### config.mk
export PLATFORM = sky130hd
export DESIGN_NAME = multicycle_control
export DESIGN_NICKNAME = d
export VERILOG_FILES = /design/src/rtl/multicycle_control.sv
export SDC_FILE = /design/constraint.sdc
export NUM_CORES = 1
export LEC_CHECK = 0
export ABC_CLOCK_PERIOD_IN_PS = 2100
export CAP_MARGIN = 20
export CORE_MARGIN = 10
export CORE_UTILIZATION = 30
export DETAILED_ROUTE_END_ITERATION = 8
export GPL_TIMING_DRIVEN = 0
export PLACE_DENSITY = 0.74
export SLEW_MARGIN = 20
export SYNTH_ARGS = -nofsm -noshare
export SYNTH_HDL_FRONTEND = slang
export SYNTH_SLANG_ARGS = --single-unit
### constraint.sdc
create_clock -name clk -period 2.1 [get_ports clk]
set_input_delay 0.315 -clock clk [delete_from_list [all_inputs] [get_ports clk]]
set_output_delay 0.315 -clock clk [all_outputs]
set_load 0.1 [all_outputs]
### src/rtl/multicycle_control.sv
// Main control FSM for the multi-cycle MIPS datapath: decodes Op/Funct and
// sequences datapath strobes, mux selects and ALUOp, stalling on memReady.
module multicycle_control (
  input  logic       clk,
  input  logic       reset,
  input  logic [5:0] Op,
  input  logic [5:0] Funct,
  input  logic       memReady,
  output logic       PCWrite,
  output logic       PCWriteCond,
  output logic       IorD,
  output logic       MemRead,
  output logic       MemWrite,
  output logic       MemtoReg,
  output logic       IRWrite,
  output logic       RegWrite,
  output logic       RegDst,
  output logic       ALUSrcA,
  output logic [1:0] ALUSrcB,
  output logic [1:0] PCSource,
  output logic [3:0] ALUOp,
  output logic [3:0] state,
  output logic       instrDone,
  output logic       illegalOp
);

  typedef enum logic [3:0] {
    S_FETCH    = 4'd0,
    S_DECODE   = 4'd1,
    S_MEMADR   = 4'd2,
    S_MEMREAD  = 4'd3,
    S_MEMWB    = 4'd4,
    S_MEMWRITE = 4'd5,
    S_REX      = 4'd6,
    S_RWB      = 4'd7,
    S_BRANCH   = 4'd8,
    S_JUMP     = 4'd9,
    S_IEX      = 4'd10,
    S_IWB      = 4'd11,
    S_JR       = 4'd12
  } state_t;

  localparam logic [5:0] OP_RTYPE = 6'd0;
  localparam logic [5:0] OP_J     = 6'd2;
  localparam logic [5:0] OP_BEQ   = 6'd4;
  localparam logic [5:0] OP_ADDI  = 6'd8;
  localparam logic [5:0] OP_SLTI  = 6'd10;
  localparam logic [5:0] OP_LW    = 6'd35;
  localparam logic [5:0] OP_SW    = 6'd43;
  localparam logic [5:0] FN_JR    = 6'd8;

  state_t state_r;
  state_t next_state_s;

  assign state = state_r;

  // State register with synchronous reset to FETCH.
  always_ff @(posedge clk) begin
    if (reset) begin
      state_r <= S_FETCH;
    end else begin
      state_r <= next_state_s;
    end
  end

  // Next-state and output decode; everything not driven in a state stays 0.
  always_comb begin
    next_state_s = S_FETCH;
    PCWrite      = 1'b0;
    PCWriteCond  = 1'b0;
    IorD         = 1'b0;
    MemRead      = 1'b0;
    MemWrite     = 1'b0;
    MemtoReg     = 1'b0;
    IRWrite      = 1'b0;
    RegWrite     = 1'b0;
    RegDst       = 1'b0;
    ALUSrcA      = 1'b0;
    ALUSrcB      = 2'd0;
    PCSource     = 2'd0;
    ALUOp        = 4'd0;
    instrDone    = 1'b0;
    illegalOp    = 1'b0;

    case (state_r)
      S_FETCH: begin
        MemRead = 1'b1;
        ALUSrcB = 2'd1;
        // IR and PC are written only on the completing cycle of the fetch.
        IRWrite = memReady;
        PCWrite = memReady;
        if (memReady) begin
          next_state_s = S_DECODE;
        end else begin
          next_state_s = S_FETCH;
        end
      end
      S_DECODE: begin
        ALUSrcB = 2'd3;
        case (Op)
          OP_LW, OP_SW: next_state_s = S_MEMADR;
          OP_RTYPE: begin
            if (Funct == FN_JR) begin
              next_state_s = S_JR;
            end else begin
              next_state_s = S_REX;
            end
          end
          OP_BEQ:           next_state_s = S_BRANCH;
          OP_J:             next_state_s = S_JUMP;
          OP_ADDI, OP_SLTI: next_state_s = S_IEX;
          default: begin
            next_state_s = S_FETCH;
            illegalOp    = 1'b1;
            instrDone    = 1'b1;
          end
        endcase
      end
      S_MEMADR: begin
        ALUSrcA = 1'b1;
        ALUSrcB = 2'd2;
        if (Op == OP_LW) begin
          next_state_s = S_MEMREAD;
        end else begin
          next_state_s = S_MEMWRITE;
        end
      end
      S_MEMREAD: begin
        MemRead = 1'b1;
        IorD    = 1'b1;
        if (memReady) begin
          next_state_s = S_MEMWB;
        end else begin
          next_state_s = S_MEMREAD;
        end
      end
      S_MEMWB: begin
        RegWrite  = 1'b1;
        MemtoReg  = 1'b1;
        instrDone = 1'b1;
      end
      S_MEMWRITE: begin
        MemWrite  = 1'b1;
        IorD      = 1'b1;
        instrDone = memReady;
        if (memReady) begin
          next_state_s = S_FETCH;
        end else begin
          next_state_s = S_MEMWRITE;
        end
      end
      S_REX: begin
        ALUSrcA      = 1'b1;
        ALUOp        = 4'd2;
        next_state_s = S_RWB;
      end
      S_RWB: begin
        RegWrite  = 1'b1;
        RegDst    = 1'b1;
        instrDone = 1'b1;
      end
      S_BRANCH: begin
        ALUSrcA     = 1'b1;
        ALUOp       = 4'd1;
        PCWriteCond = 1'b1;
        PCSource    = 2'd1;
        instrDone   = 1'b1;
      end
      S_JUMP: begin
        PCWrite   = 1'b1;
        PCSource  = 2'd2;
        instrDone = 1'b1;
      end
      S_JR: begin
        PCWrite   = 1'b1;
        PCSource  = 2'd3;
        instrDone = 1'b1;
      end
      S_IEX: begin
        ALUSrcA = 1'b1;
        ALUSrcB = 2'd2;
        if (Op == OP_ADDI) begin
          ALUOp = 4'd3;
        end else begin
          ALUOp = 4'd4;
        end
        next_state_s = S_IWB;
      end
      S_IWB: begin
        RegWrite  = 1'b1;
        instrDone = 1'b1;
      end
      default: begin
        // Unused codes 13-15 fall back to FETCH with all strobes low.
        next_state_s = S_FETCH;
      end
    endcase
  end

endmodule

# After elaboration in Yosys (flattened, before gate mapping)
# Cells that the tools add are included.
# op_classes
n_eq_ne,19
muxes,24
n_reduce_logical,12
# op_table
cell,n
4-bit one-hot mux with 7 select lines,1
"4-bit == test, second input constant",5
4-bit one-hot mux with 5 select lines,1
"6-bit by 4-bit == test with 1-bit output, second input constant",3
"4-bit by 3-bit == test with 1-bit output, second input constant",4
"6-bit == test, second input constant",2
1-bit 2-to-1 mux,12
3-bit 2-to-1 mux,4
2-bit one-hot mux with 3 select lines,2
2-bit OR reduction,6
3-bit one-hot mux with 3 select lines,1
"4-bit by 2-bit == test with 1-bit output, second input constant",2
7-bit OR reduction,1
"6-bit by 2-bit == test with 1-bit output, second input constant",1
"6-bit by 3-bit == test with 1-bit output, second input constant",1
6-bit logical NOT,1
6-bit OR reduction,1
"4-bit by 1-bit == test with 1-bit output, second input constant",1
4-bit logical NOT,1
4-bit 2-to-1 mux,1
4-bit OR reduction,1
1-bit one-hot mux with 3 select lines,1
3-bit OR reduction,1
1-bit one-hot mux with 2 select lines,1
# word_totals
regBits,4
input_bits,15
output_inout_bits,24
word_cells,56

# Longest topological paths before layout
# logic_depth
depth_word,4
mapped_depth,6
ltp_nobuf,4

# Least setup slack after synthesis
# OpenSTA, ideal clock, no wires.
# synth_timing
kind,reg2out
start,"register state_r[0], in the netlist state[0]"
end,output PCWrite
arrival_ns,4.289
required_ns,1.785
path_slack_ns,-2.504
path_stages_with_launch,5
path_buffers,1
cell_sequence,dfxtp_1 -> buf_2 -> xnor2_1 -> nor3b_1 -> or2_2
# synth_via
elab_chain_len,3
elab_cells_between_ends,5
cone_classes,eq/ne (2); mux (1); reduce/logical (2)
# synth_rtl
item,line,rtl
"start, declared",52,state_t state_r;
"start signal, assigned",62,state_r <= next_state_s;
4-bit == test,85,case (state_r)
2-bit OR reduction (no line),--,
1-bit one-hot mux with 2 select lines (*),85,
"end, declared",9,"output logic PCWrite,"
# Every way passes the cells marked *; elsewhere a longest branch is shown, timed or not.

# Worst setup path in the final report
# layout_timing
start,input Op[0]
end,output ALUOp[0]
# layout_via
elab_chain_len,3
# layout_rtl
item,line,rtl
"start, declared",6,"input logic [5:0] Op,"
6-bit by 4-bit == test with 1-bit output,182,if (Op == OP_ADDI) begin
3-bit 2-to-1 mux,182,
3-bit one-hot mux with 3 select lines,85,
"end, declared",21,"output logic [3:0] ALUOp,"
# Every way passes these cells.

==> impl_metrics.ini <==
[run_status]
outcome = finished, final reports clean

[power_and_ir_drop]
power_density_nw_per_um2 = 304.1
combPwrFrac_pct = 57.2
share_of_power_burned_in_registers_pct = 19.0
cellInternalPower_uw = 210.3
total_leakage_power_nw = 0.4605
p_clk_share_pct = 23.8
switching_share_pct = 47.06
power.total_uw = 397.2
p_sw_uw = 186.9
worst_ir_drop_vdd_uv = 467.3

[timing]
slew_headroom_pct = 34.66
rsz0062_at_grt = no
maxClockFrequency_mhz = 493.9
fin_worst_skew_ns = 0.005651
finalHoldViolCount = 0
layout_worst_path_cycle_share_pct = 96.41
setup_tns_ns = 0
whs_ns = 0.5469
report.final.slew_viol_count = 0
max_slew.worst_pin.slew_ns = 0.9770
final_period_minus_worst_setup_slack_ns = 2.025
final.setup.worst_slack_ns = 0.07548
setup-violations-final = 0

[synth]
synth-edff-count = 0
syn-num-nets = 112
netlist_area_pre_place_um2 = 626.9
post_synthesis_sequential_element_count = 4
synth-async-reset-ratio_pct = 0
synth_cell_types = 42
synthesized_area_divided_by_synthesized_cell_count_um2 = 6.462
syn_inst = 97
synth-main-ff-cell = dfxtp_1
seq_area_frac_synth_pct = 12.77
yosys_warnings = 0

[floorplanning]
design.die.area_um2 = 4318
chipWidth_um = 65.71
num_rows = 16
floorplan.initialDensity_pct = 31.63
die_h_um = 65.71
fp.coreArea_um2 = 1982
io_pins = 39

[drt]
route.vias.total = 865
drt_wl_total_um = 2471
drt-initial-drc-count = 14
drc = 0
routedWlPerCell_um = 15.07
route.detailed.vias_per_inst = 5.274
drtPass1Iterations = 4
detail-route-antenna-nets = 0

[final_layout]
final.fill_count = 160
areaGrowthSynthToFinish_pct = 108.4
finalCoreUtilization_pct = 65.91
num-nets-final = 154
post_route_cells_drive_above_1_share_pct = 46.72
layout.cells.most_common_list = clkdlybuf4s50_1 (12), nor2_1 (10), clkbuf_4 (6), o21ai_0 (6)
finalNonFillerCells = 164
largest_reg_flops = 4
diodes = 0
layout.cells.most_common = clkdlybuf4s50_1
finish.instance_area_um2 = 1306

[grt]
globalRouteTotalUtil_pct = 11.95
globalRouteOverflowTotal = 0
grt_start_max_net_pins = 11
antenna_found_initial = 0
global_route_wire_length_before_repair_um = 4202
vias_in_the_first_global_route = 885

[cts]
clk_pin_slew_ns = 0.03
root_buffer = clkbuf_4
post_cts_repair_setup_buffers = 0
cts_tree = built
number_of_buffers_created_by_cts = 3
deepest_clock_path_buffer_count = 2
clkSinkCount = 4
worst_skew_pair.late_latency_ns = 0.24
h-tree-depth = 1
quantity_of_hold_fixing_buffers_added_after_cts = 0

[placed_design]
placed_cells_incl_taps = 161
pre_cts_ws_ns = -1.133
place_area_um2 = 1281
post-dp-hpwl_um = 2022
placer_congestion = 0.8734
portBuffers = 37

[setup_path]
cp-end-kind = output port
crit_type = in2out
worst-endpoint-arrival_ns = 1.71
critical_path.max_fanout = 4
timing.critical_path.slowest_stage_cell = nor4_4
crit_required_ns = 1.78
critical-path-max-stage-delay_ns = 0.32
crit_chain = dlygate4sd2_1 -> nor4_4 -> and3b_2 -> inv_2 -> a211oi_4 -> buf_12
critPathLaunchType = primary input

[run]
cap_viol_max_count = 0

[hold_path]
worstHoldPathType = in2reg
what timing repair did:
item	CTS	global route
resized for setup	93	19
endpoints found under the setup margin	19	14
pin swaps	1	2
layer usage:
metal	part of all wire (%)	global-route usage [%]
met1	42	13.83
met2	49	20.29
met3	8.2	5.085
met4	0	1.604
met5	0	0
power by group through the flow:
stage / combinational [mW] / sequential [mW] / clock [mW]
floorplan: 0.150 / 0.0890 / 0
global placement: 0.229 / 0.0766 / 0
detailed placement: 0.231 / 0.0767 / 0
CTS: 0.228 / 0.0754 / 0.101
global route: 0.238 / 0.0757 / 0.107
finish: 0.227 / 0.0754 / 0.0944
layout make-up:
cell class / count / area, um^2 / area share, %
Multi-Input combinational cell: 81 / 674.4 / 51.63
Timing Repair Buffer: 37 / 357.8 / 27.39
Buffer: 10 / 115.1 / 8.812
Sequential cell: 4 / 95.09 / 7.280
Tap cell: 27 / 33.78 / 2.586
Clock buffer: 3 / 22.52 / 1.724
Inverter: 2 / 7.507 / 0.5747
worst max-delay path: cells and delay by family:
kind / cells / cell delay [ns]
AOI/OAI and AO/OA: 1 / 0.23
and+or+nand+nor: 2 / 0.60
buffers and inverters: 3 / 0.56
cell usage after synthesis, types with 3 or more instances:
cell type	count	area (um^2)
nor3_1	5	25.02
a21oi_1	8	40.04
nand2b_1	5	31.28
nand3_1	3	15.01
or2_2	3	18.77
o21ai_0	6	30.03
nor2_1	13	48.80
dfxtp_1	4	80.08
clkbuf_1	5	18.77
logic make-up after synthesis:
group	count (synthesis)	synth area share [%]
compound gates	27	27.55
xor+xnor	2	2.795
buf+inv	12	10.58
other cells	1	0.5982
flops	4	12.77
simple gates	51	45.71
path summary, 6_finish.rpt:
check,slack [ns],endpoint,from,cells past startpoint
worst max-delay path,0.08,ALUOp[0],Op[0],6
worst min-delay path,0.55,state[1],Op[4],4
worst max register to register,0.41,state[3],state[1],6
worst min register to register,0.68,state[2],state[3],3
No activity file was read; power rests on OpenSTA's default activity.
